===== config.mk =====
export PLATFORM = sky130hd
export DESIGN_NAME = frame_controller
export DESIGN_NICKNAME = d
export VERILOG_FILES = /design/src/rtl/frame_controller.sv
export SDC_FILE = /design/constraint.sdc
export NUM_CORES = 1
export LEC_CHECK = 0
export ABC_AREA = 1
export CORE_MARGIN = 2
export CORE_UTILIZATION = 25
export CTS_BUF_LIST = sky130_fd_sc_hd__clkbuf_4
export CTS_CLUSTER_DIAMETER = 100
export DETAILED_ROUTE_END_ITERATION = 12
export MAX_ROUTING_LAYER = met4
export SYNTH_ARGS = -nofsm -noshare
export SYNTH_HDL_FRONTEND = slang
export SYNTH_SLANG_ARGS = --single-unit

===== constraint.sdc =====
create_clock -name clk -period 2.7 [get_ports clk]
set_clock_uncertainty 0.2 [all_clocks]
set_input_delay 0.27 -clock clk [delete_from_list [all_inputs] [get_ports clk]]
set_output_delay 0.27 -clock clk [all_outputs]
set_load 0.02 [all_outputs]

===== src/rtl/frame_controller.sv =====
// rtl/frame_controller.sv - frame buffer sequencer: load, per-pixel process, drain over UART
// Define FRAME_CHECKSUM_EN to append an 8-bit mod-256 sum byte after each drained frame.
module frame_controller #(
    parameter int ADDR_W = 10,
    parameter int DEPTH  = 1024
) (
    input  logic              clk,
    input  logic              rst,
    input  logic              rx_valid,
    input  logic [7:0]        rx_byte,
    input  logic              tx_ready,
    output logic              tx_start,
    output logic [7:0]        tx_byte,
    output logic [ADDR_W-1:0] mem_addr,
    output logic              mem_we,
    output logic [7:0]        mem_wdata,
    input  logic [7:0]        mem_rdata,
    input  logic [1:0]        proc_op,
    input  logic [7:0]        proc_thresh,
    output logic [1:0]        state,
    output logic              frame_done,
    output logic              overrun
);

    typedef enum logic [1:0] {S_IDLE = 2'b00, S_LOAD = 2'b01, S_PROC = 2'b10, S_DRAIN = 2'b11} state_t;
    typedef enum logic [1:0] {D_WAIT, D_ADDR, D_START, D_IGNORE} drain_t;

    localparam logic [ADDR_W-1:0] LAST = ADDR_W'(DEPTH - 1);

    state_t            r_state, w_state;
    drain_t            r_dsub, w_dsub;
    logic [ADDR_W-1:0] r_cnt, w_cnt;
    logic              r_load_done, w_load_done;
    logic              r_pw, w_pw;
    logic [1:0]        r_op, w_op;
    logic [7:0]        r_thresh, w_thresh;
    logic              r_tx_start, w_tx_start;
    logic [7:0]        r_tx_byte, w_tx_byte;
    logic [ADDR_W-1:0] r_addr, w_addr;
    logic              r_we, w_we;
    logic [7:0]        r_wdata, w_wdata;
    logic              r_frame_done, w_frame_done;
    logic              r_overrun, w_overrun;
    logic [7:0]        w_src;
`ifdef FRAME_CHECKSUM_EN
    logic [7:0]        r_sum, w_sum;
    logic              r_cs, w_cs;
`endif

    function automatic logic [7:0] apply_op(input logic [1:0] op, input logic [7:0] th,
                                            input logic [7:0] p);
        case (op)
            2'b00:   apply_op = p;
            2'b01:   apply_op = 8'hFF - p;
            2'b10:   apply_op = (p >= th) ? 8'hFF : 8'h00;
            default: apply_op = p >> 1;
        endcase
    endfunction

`ifdef FRAME_CHECKSUM_EN
    assign w_src = r_cs ? r_sum : mem_rdata;
`else
    assign w_src = mem_rdata;
`endif

    // Synchronous RAM data only exists in the cycle after the address, so the write/launch
    // cycles pass it straight through; the registered copies hold it otherwise.
    assign tx_start   = r_tx_start;
    assign tx_byte    = r_tx_start ? w_src : r_tx_byte;
    assign mem_addr   = r_addr;
    assign mem_we     = r_we;
    assign mem_wdata  = (r_state == S_PROC && r_pw) ? apply_op(r_op, r_thresh, mem_rdata) : r_wdata;
    assign state      = r_state;
    assign frame_done = r_frame_done;
    assign overrun    = r_overrun;

    always_comb begin
        w_state      = r_state;
        w_dsub       = r_dsub;
        w_cnt        = r_cnt;
        w_load_done  = r_load_done;
        w_pw         = r_pw;
        w_op         = r_op;
        w_thresh     = r_thresh;
        w_tx_start   = 1'b0;
        w_tx_byte    = r_tx_byte;
        w_addr       = r_addr;
        w_we         = 1'b0;
        w_wdata      = r_wdata;
        w_frame_done = 1'b0;
        w_overrun    = r_overrun;
`ifdef FRAME_CHECKSUM_EN
        w_sum        = r_sum;
        w_cs         = r_cs;
`endif
        if (rx_valid && (r_state == S_PROC || r_state == S_DRAIN || r_load_done))
            w_overrun = 1'b1;

        case (r_state)
            S_IDLE: begin
                if (rx_valid) begin
                    w_addr    = '0;
                    w_we      = 1'b1;
                    w_wdata   = rx_byte;
                    w_overrun = 1'b0;
                    w_op      = proc_op;
                    w_thresh  = proc_thresh;
                    w_cnt     = ADDR_W'(1);
                    w_state   = S_LOAD;
                end
            end
            S_LOAD: begin
                // One settle cycle after the last write so PROCESS starts on a read.
                if (r_load_done) begin
                    w_load_done = 1'b0;
                    w_state     = S_PROC;
                    w_addr      = '0;
                    w_pw        = 1'b0;
                end else if (rx_valid) begin
                    w_addr  = r_cnt;
                    w_we    = 1'b1;
                    w_wdata = rx_byte;
                    if (r_cnt == LAST) begin
                        w_load_done = 1'b1;
                        w_cnt       = '0;
                    end else begin
                        w_cnt = r_cnt + ADDR_W'(1);
                    end
                end
            end
            S_PROC: begin
                if (!r_pw) begin
                    w_we = 1'b1;
                    w_pw = 1'b1;
                end else if (r_cnt == LAST) begin
                    w_state = S_DRAIN;
                    w_cnt   = '0;
                    w_dsub  = D_WAIT;
                    w_pw    = 1'b0;
`ifdef FRAME_CHECKSUM_EN
                    w_sum   = 8'h00;
                    w_cs    = 1'b0;
`endif
                end else begin
                    w_cnt  = r_cnt + ADDR_W'(1);
                    w_addr = r_cnt + ADDR_W'(1);
                    w_pw   = 1'b0;
                end
            end
            S_DRAIN: begin
                case (r_dsub)
                    D_WAIT: begin
                        if (tx_ready) begin
                            w_addr = r_cnt;
                            w_dsub = D_ADDR;
                        end
                    end
                    D_ADDR: begin
                        w_tx_start = 1'b1;
                        w_dsub     = D_START;
                    end
                    D_START: begin
                        w_tx_byte = w_src;
                        w_dsub    = D_IGNORE;
`ifdef FRAME_CHECKSUM_EN
                        if (r_cs) begin
                            w_frame_done = 1'b1;
                            w_state      = S_IDLE;
                            w_cs         = 1'b0;
                        end else begin
                            w_sum = r_sum + mem_rdata;
                            if (r_cnt == LAST) w_cs  = 1'b1;
                            else               w_cnt = r_cnt + ADDR_W'(1);
                        end
`else
                        if (r_cnt == LAST) begin
                            w_frame_done = 1'b1;
                            w_state      = S_IDLE;
                        end else begin
                            w_cnt = r_cnt + ADDR_W'(1);
                        end
`endif
                        if (w_state == S_IDLE) begin
                            w_cnt  = '0;
                            w_dsub = D_WAIT;
                        end
                    end
                    default: w_dsub = D_WAIT;
                endcase
            end
            default: w_state = S_IDLE;
        endcase
    end

    always_ff @(posedge clk or posedge rst) begin
        if (rst) begin
            r_state      <= S_IDLE;
            r_dsub       <= D_WAIT;
            r_cnt        <= '0;
            r_load_done  <= 1'b0;
            r_pw         <= 1'b0;
            r_op         <= 2'b00;
            r_thresh     <= 8'h00;
            r_tx_start   <= 1'b0;
            r_tx_byte    <= 8'h00;
            r_addr       <= '0;
            r_we         <= 1'b0;
            r_wdata      <= 8'h00;
            r_frame_done <= 1'b0;
            r_overrun    <= 1'b0;
`ifdef FRAME_CHECKSUM_EN
            r_sum        <= 8'h00;
            r_cs         <= 1'b0;
`endif
        end else begin
            r_state      <= w_state;
            r_dsub       <= w_dsub;
            r_cnt        <= w_cnt;
            r_load_done  <= w_load_done;
            r_pw         <= w_pw;
            r_op         <= w_op;
            r_thresh     <= w_thresh;
            r_tx_start   <= w_tx_start;
            r_tx_byte    <= w_tx_byte;
            r_addr       <= w_addr;
            r_we         <= w_we;
            r_wdata      <= w_wdata;
            r_frame_done <= w_frame_done;
            r_overrun    <= w_overrun;
`ifdef FRAME_CHECKSUM_EN
            r_sum        <= w_sum;
            r_cs         <= w_cs;
`endif
        end
    end

endmodule


==> results of run 1 <==
## cell usage in the layout, fill, tap and decap left out, types with 2 or more instances in the layout
| cell | count |
|---|---|
| nand2_1 | 117 |
| dfrtp_1 | 56 |
| clkdlybuf4s50_1 | 53 |
| inv_1 | 46 |
| o21ai_0 | 41 |
| nor2_1 | 28 |
| a21oi_1 | 28 |
| nand3_1 | 23 |
| ha_1 | 14 |
| buf_4 | 14 |
| mux2_4 | 8 |
| nand2_2 | 6 |
| o21ai_1 | 6 |
| clkbuf_4 | 6 |
| inv_2 | 5 |
| xor2_1 | 5 |
| dlygate4sd2_1 | 5 |
| nor2_4 | 4 |
| nand4_1 | 4 |
| a211oi_1 | 4 |
| nand3_4 | 3 |
| nor2_2 | 3 |
| a211oi_2 | 3 |
| nand2_4 | 2 |
| clkinv_1 | 2 |
| o22ai_1 | 2 |
| clkbuf_2 | 2 |
## worst max path at each step
stage | startpoint | to | cells past startpoint
floorplan | state[0] | mem_wdata[0] | 7
detailed placement | mem_rdata[0] | mem_wdata[1] | 12
global placement | mem_rdata[0] | mem_wdata[6] | 12
CTS | state[0] | mem_wdata[6] | 6
global route | state[0] | mem_wdata[6] | 6
finish | state[0] | mem_wdata[5] | 6
## per-stage QoR
stage	area [µm²]	setup TNS, ps
floorplan	3350	0
global placement	4240	-1320
detailed placement	4240	-1600
CTS	4300	0
global route	4300	-91.8
finish	4300	0
## layout make-up
cell class              count  area share
multi-input cells         308       0.401
flip-flops and latches     56       0.326
repair buffers             75       0.163
well taps                 176      0.0512
inverters                  53      0.0466
clock buffers               6      0.0105
clock inverters             2     0.00262
## cells in the mapped netlist
cell	n
o22ai_1	2
o21ai_1	6
xor2_1	5
clkinv_1	1
mux2_4	8
nand2_2	5
o2111ai_1	1
ha_1	14
dfrtp_1	56
nand2_1	119
a31oi_1	1
buf_2	4
nor2_2	3
inv_2	3
o21a_1	1
clkbuf_1	4
nor2_4	4
nand2_4	1
nand4_1	4
o21ai_0	41
inv_1	48
o21ai_2	1
nand3_1	23
o21bai_1	1
a211oi_1	7
nor2_1	28
a21oi_1	28
o21ai_4	1
buf_1	1
clkinv_2	1
nand3_4	3
nand4_2	1
buf_8	1
## kinds of logic after synthesis
logic type | Yosys count
AND/OR/NAND/NOR | 191
flip-flops | 56
AO/OA/AOI/OAI | 90
adder cells (fa/ha/maj) | 14
XOR/XNOR | 5
multiplexers | 8
buffers and inverters | 63
## critical path: cells and delay by family, from the launching register on
family,cells,cell delay [ps]
buffers and inverters,2,460
AND/OR/NAND/NOR,1,170
flip-flops,1,400
AO/OA/AOI/OAI,2,430
adder cells (fa/ha/maj),1,220
## registers in the layout (all words and copies together), names as in the netlist, 2 cells and up
register   count
mem_addr      10
r_cnt         10
r_thresh       8
r_tx_byte      8
r_wdata        8
r_dsub         2
r_op           2
state          2
## per-layer routing
metal  vias up  global-route usage  routed length [µm]
li1       1533                   -                   -
met1      1407               0.159                4120
met2        58               0.223                4300
met3         9              0.0242                 333
met4         0              0.0272                  75
met5         -                   -                   0
## report_power, final
group	internal, W	leakage (nW)	switching [W]	total, W
combinational	0.000925	1.30	0.00142	0.00234
clock	0.000110	0.0293	0.000275	0.000385
sequential	0.00111	0.716	0.000176	0.00128
## timing repair
item | CTS | global route
hold endpoints to repair | 0 | 0
pin swaps | 0 | 0
gates resized for setup | 14 | 6
endpoints found under the setup margin | 8 | 8
hold buffers | 0 | 0
==> impl_metrics.json, run 1 <==
{
  "status": "finished, final reports clean",
  "worst_pin_slew_ps": 728,
  "die_x_um": 120,
  "cts_inserted_buffers": 5,
  "max_slew_margin": 0.514,
  "io_pins": 62,
  "syn_inst": 427,
  "cp_max_fo": 9,
  "hold_path_class": "input port to async pin",
  "cts_buffer_depth": 2,
  "critPathCaptureType": "output pin",
  "leakage_nw": 2.04,
  "clk_latency_ps": 390,
  "wl_mm": 8.83,
  "slowest_stage": "dfrtp_1",
  "drc_errors": 0,
  "core-area_um2": 13200,
  "die_h_um": 120,
  "viasPerCell": 4.45,
  "yosysSeqAreaShare": 0.418,
  "gp_congestion": 0.840,
  "cp_data_arrival_time_ps": 2070,
  "instances_no_fill": 676,
  "path_class": "flop to output pin",
  "syn_avg_cell_area_um2": 7.85,
  "required_ps": 2230,
  "fin_util": 0.326,
  "final_antenna_net_count": 0,
  "vdd_drop_max_mv": 0.276,
  "finalPower_w": 0.00401,
  "initial_core_util": 0.254,
  "synth_nets": 471,
  "synth_compound_area_frac": 0.148,
  "synth_xor_area_frac": 0.0131,
  "post-place-ws_ps": -227,
  "cap_violations": 0,
  "clk_pin_slew_ps": 170,
  "synth-simple-area-share": 0.257,
  "r2r_start": "state[1]",
  "firstDrtPassIters": 4,
  "multi_input_area_um2": 1720,
  "grt_use_total": 0.129,
  "drtIter0Drc": 125,
  "finalMaxSlewViolations": 0,
  "root_buffer": "clkbuf_4",
  "die_area_um2": 14400,
  "grt.overflow.total": 0,
  "diodes": 0,
  "synth_top_family_by_area": "simple AND/OR/NAND/NOR gates",
  "crit_chain": "inv_1, ha_1, nand2_2, a211oi_1, a21oi_1, dlygate4sd2_1",
  "dp_cells": 668,
  "syn_to_final_growth_pct": 28.2,
  "port-buffer-count": 61,
  "postCtsSetupBuffers": 0,
  "synth_area_leaders": "dfrtp_1, nand2_1, o21ai_0",
  "p_per_area_nw_per_um2": 932,
  "timing.hold.ws_ps": 194,
  "setup_viol": 0,
  "grt_pass1_vias": 3059,
  "vias": 3007,
  "nets": 543,
  "fin_crit_sh": 0.942,
  "antenna_found_initial": 0,
  "cts_tree": "yes",
  "fillCellCount": 1384,
  "grt_pass1_wl_mm": 14.7,
  "drive_gt1_frac": 0.122,
  "final_hold_viol_count": 0,
  "synth-adder-area-share": 0.0522,
  "synth.top_cell.area_share": 0.418,
  "yosysWarnings": 0,
  "synth-seq-cells": 56,
  "reg2reg_to": "mem_addr[9]",
  "layout_setup_ws_ps": 158,
  "synth_cell_types": 33,
  "fmaxAchievable_ghz": 0.393,
  "rsz0062_at_grt": "yes",
  "syn_area_um2": 3350,
  "worst_path_largest_cell_delay_ps": 400,
  "rows": 42,
  "htreeDepth": 2,
  "avgRoutedWirePerCell_um": 13.1,
  "seqCellArea_um2": 1400,
  "cts.sink_count": 56,
  "synthMuxAreaShare": 0.0358,
  "cp-start-kind": "flop",
  "grt_max_degree": 57,
  "reg2reg_depth": 9,
  "dpl.hpwl_mm": 6.67,
  "yosysTopAreaCell": "dfrtp_1",
  "min_period_ps": 2540,
  "rrSetupSlack_ps": 450
}
Note: power is estimated with default switching activity, not from simulation.
==> inputs of run 2 (changes only) <==
--- a/config.mk
+++ b/config.mk
@@ -6,7 +6,6 @@
 export NUM_CORES = 1
 export LEC_CHECK = 0
 export ABC_AREA = 1
-export CORE_MARGIN = 2
 export CORE_UTILIZATION = 25
 export CTS_BUF_LIST = sky130_fd_sc_hd__clkbuf_4
 export CTS_CLUSTER_DIAMETER = 100
==> run 2 against run 1 <==
  * Hold slack worse by 190 ps
  * Final cell count down 0.74%
  * Critical path depth down 3
  * Sequential cell count unchanged
  * Critical path type unchanged
  * Critical endpoint is now tx_byte[4]
  * Largest cell class unchanged
==> impl_metrics.json, run 2 (synthesized netlist as in run 1, its figures left out) <==
{
  "wl_mm": 8.75,
  "leakage_nw": 2.05,
  "critPathCaptureType": "output pin",
  "cap_violations": 0,
  "drtIter0Drc": 272,
  "cts_inserted_buffers": 5,
  "io_pins": 62,
  "grt_max_degree": 57,
  "fin_util": 0.334,
  "clk_pin_slew_ps": 180,
  "dp_cells": 663,
  "slowest_stage": "dfrtp_1",
  "worst_path_largest_cell_delay_ps": 680,
  "fmaxAchievable_ghz": 0.402,
  "core-area_um2": 12800,
  "path_buf_inv": 1,
  "fin_crit_sh": 0.921,
  "dr.max_layer_used": "met4",
  "p_per_area_nw_per_um2": 958,
  "path_delay_family": "flip-flops",
  "vias": 3076,
  "antenna_found_initial": 0,
  "cts.sink_count": 56,
  "cts_tree": "yes",
  "post-place-ws_ps": -204,
  "grt_pass1_vias": 3008,
  "cp-start-kind": "flop",
  "grt_use_total": 0.135,
  "final_hold_viol_count": 0,
  "final_cell_mix": "nand2_1, dfrtp_1, clkdlybuf4s50_1, inv_1, o21ai_0",
  "diodes": 0,
  "min_period_ps": 2490,
  "finalMaxSlewViolations": 0,
  "final_antenna_net_count": 0,
  "syn_to_final_growth_pct": 27.9,
  "htreeDepth": 2,
  "grt.overflow.total": 0,
  "rows": 41,
  "avgRoutedWirePerCell_um": 13.0,
  "status": "finished, final reports clean",
  "grt_pass1_wl_mm": 14.9,
  "die_area_um2": 13900,
  "vdd_drop_max_mv": 0.360,
  "hold_path_class": "input port to async pin",
  "routed-wl-met2_mm": 4.14,
  "drc_errors": 0,
  "cp_data_arrival_time_ps": 2020,
  "initial_core_util": 0.261,
  "worst_pin_slew_ps": 566,
  "instances_no_fill": 671,
  "clk_latency_ps": 400,
  "nets": 542,
  "cts_buffer_depth": 2,
  "ctsHoldBuffers": 0,
  "layout_setup_ws_ps": 213,
  "required_ps": 2230,
  "setup_viol": 0,
  "port-buffer-count": 61,
  "path_class": "flop to output pin",
  "dpl.hpwl_mm": 6.50,
  "die_h_um": 118,
  "max_slew_margin": 0.621,
  "cp_max_fo": 17,
  "crit_chain": "nor2_1, a21oi_1, clkdlybuf4s50_1",
  "wl_met3_um": 383,
  "die_x_um": 118,
  "gp_congestion": 0.881,
  "firstDrtPassIters": 4,
  "rsz0062_at_grt": "no",
  "viasPerCell": 4.58,
  "drt-met1-wl_mm": 4.19,
  "root_buffer": "clkbuf_4",
  "mostFrequentLayoutCell": "nand2_1",
  "drive_gt1_frac": 0.128
}
==> run 2: cell types whose count changed in the layout (fill, tap and decap cells not counted), sizes merged <==
| cell | previous run | this run |
|---|---|---|
| clkinvlp | 1 | 0 |
| clkbuf | 8 | 14 |
| dlygate4sd2 | 5 | 0 |
| clkdlybuf4s15 | 1 | 0 |
| bufinv | 0 | 1 |
| inv | 51 | 52 |
| buf | 14 | 13 |
| clkinv | 3 | 2 |
==> run 2: power by group <==
part	switching [W]	total [W]	internal, W
sequential	0.000181	0.00129	0.00111
combinational	0.00142	0.00232	0.000903
clock	0.000284	0.000493	0.000209
total	0.00189	0.00411	0.00222
==> run 2: routing by layer <==
layer	vias up	track usage
li1	1528	-
met1	1467	0.175
met2	76	0.221
met3	5	0.0262
met4	0	0.0216
met5	-	-
==> run 2: cell type report <==
class | instances | area, µm²
clock buffers | 6 | 45.0
well taps | 172 | 215
flip-flops and latches | 56 | 1400
clock inverters | 2 | 38.8
repair buffers | 74 | 681
inverters | 53 | 200
fillers | 1357 | 8540
multi-input cells | 308 | 1710
==> run 2: metrics by stage <==
stage / hold slack, ps / TNS (ps) / instance area [µm²] / total power [W]
after detailed placement: 264 / -1520 / 4240 / 0.00370
after CTS: 15.6 / 0 / 4310 / 0.00415
after floorplan: 180 / 0 / 3350 / 0.00289
after global routing: 16.7 / 0 / 4290 / 0.00445
final: 2.11 / 0 / 4290 / 0.00411
after global placement: 268 / -1320 / 4240 / 0.00364
==> run 2: tightest hold or removal path, delay by kind of cell <==
kind	cells	cell delay, ps
buffers and inverters	3	760
==> run 2: repair_timing <==
action | in CTS | in global routing
pin swaps | 0 | 1
endpoints found under the setup margin | 8 | 8
setup buffers | 0 | 0
resized for setup | 11 | 17
==> run 2: worst paths after layout <==
kind / cells after the start / startpoint / slack, ps / end
worst max-delay path: 3 / tx_start / 210 / tx_byte[4]
worst min register to register: 2 / mem_addr[3] / 300 / mem_addr[3]
min in group clk: 3 / proc_thresh[3] / 210 / r_thresh[3]
max in group asynchronous: 3 / rst / 2020 / state[0]
worst max register to register: 9 / state[0] / 470 / mem_addr[8]
worst min-delay path: 3 / rst / 2 / r_wdata[7]
==> inputs of run 3 (changes only) <==
--- a/config.mk
+++ b/config.mk
@@ -6,6 +6,7 @@
 export NUM_CORES = 1
 export LEC_CHECK = 0
 export ABC_AREA = 1
+export ABC_CLOCK_PERIOD_IN_PS = 2700
 export CORE_UTILIZATION = 25
 export CTS_BUF_LIST = sky130_fd_sc_hd__clkbuf_4
 export CTS_CLUSTER_DIAMETER = 100
==> results of run 3 <==
Final layout, timing and power as in run 2 (identical DEF).
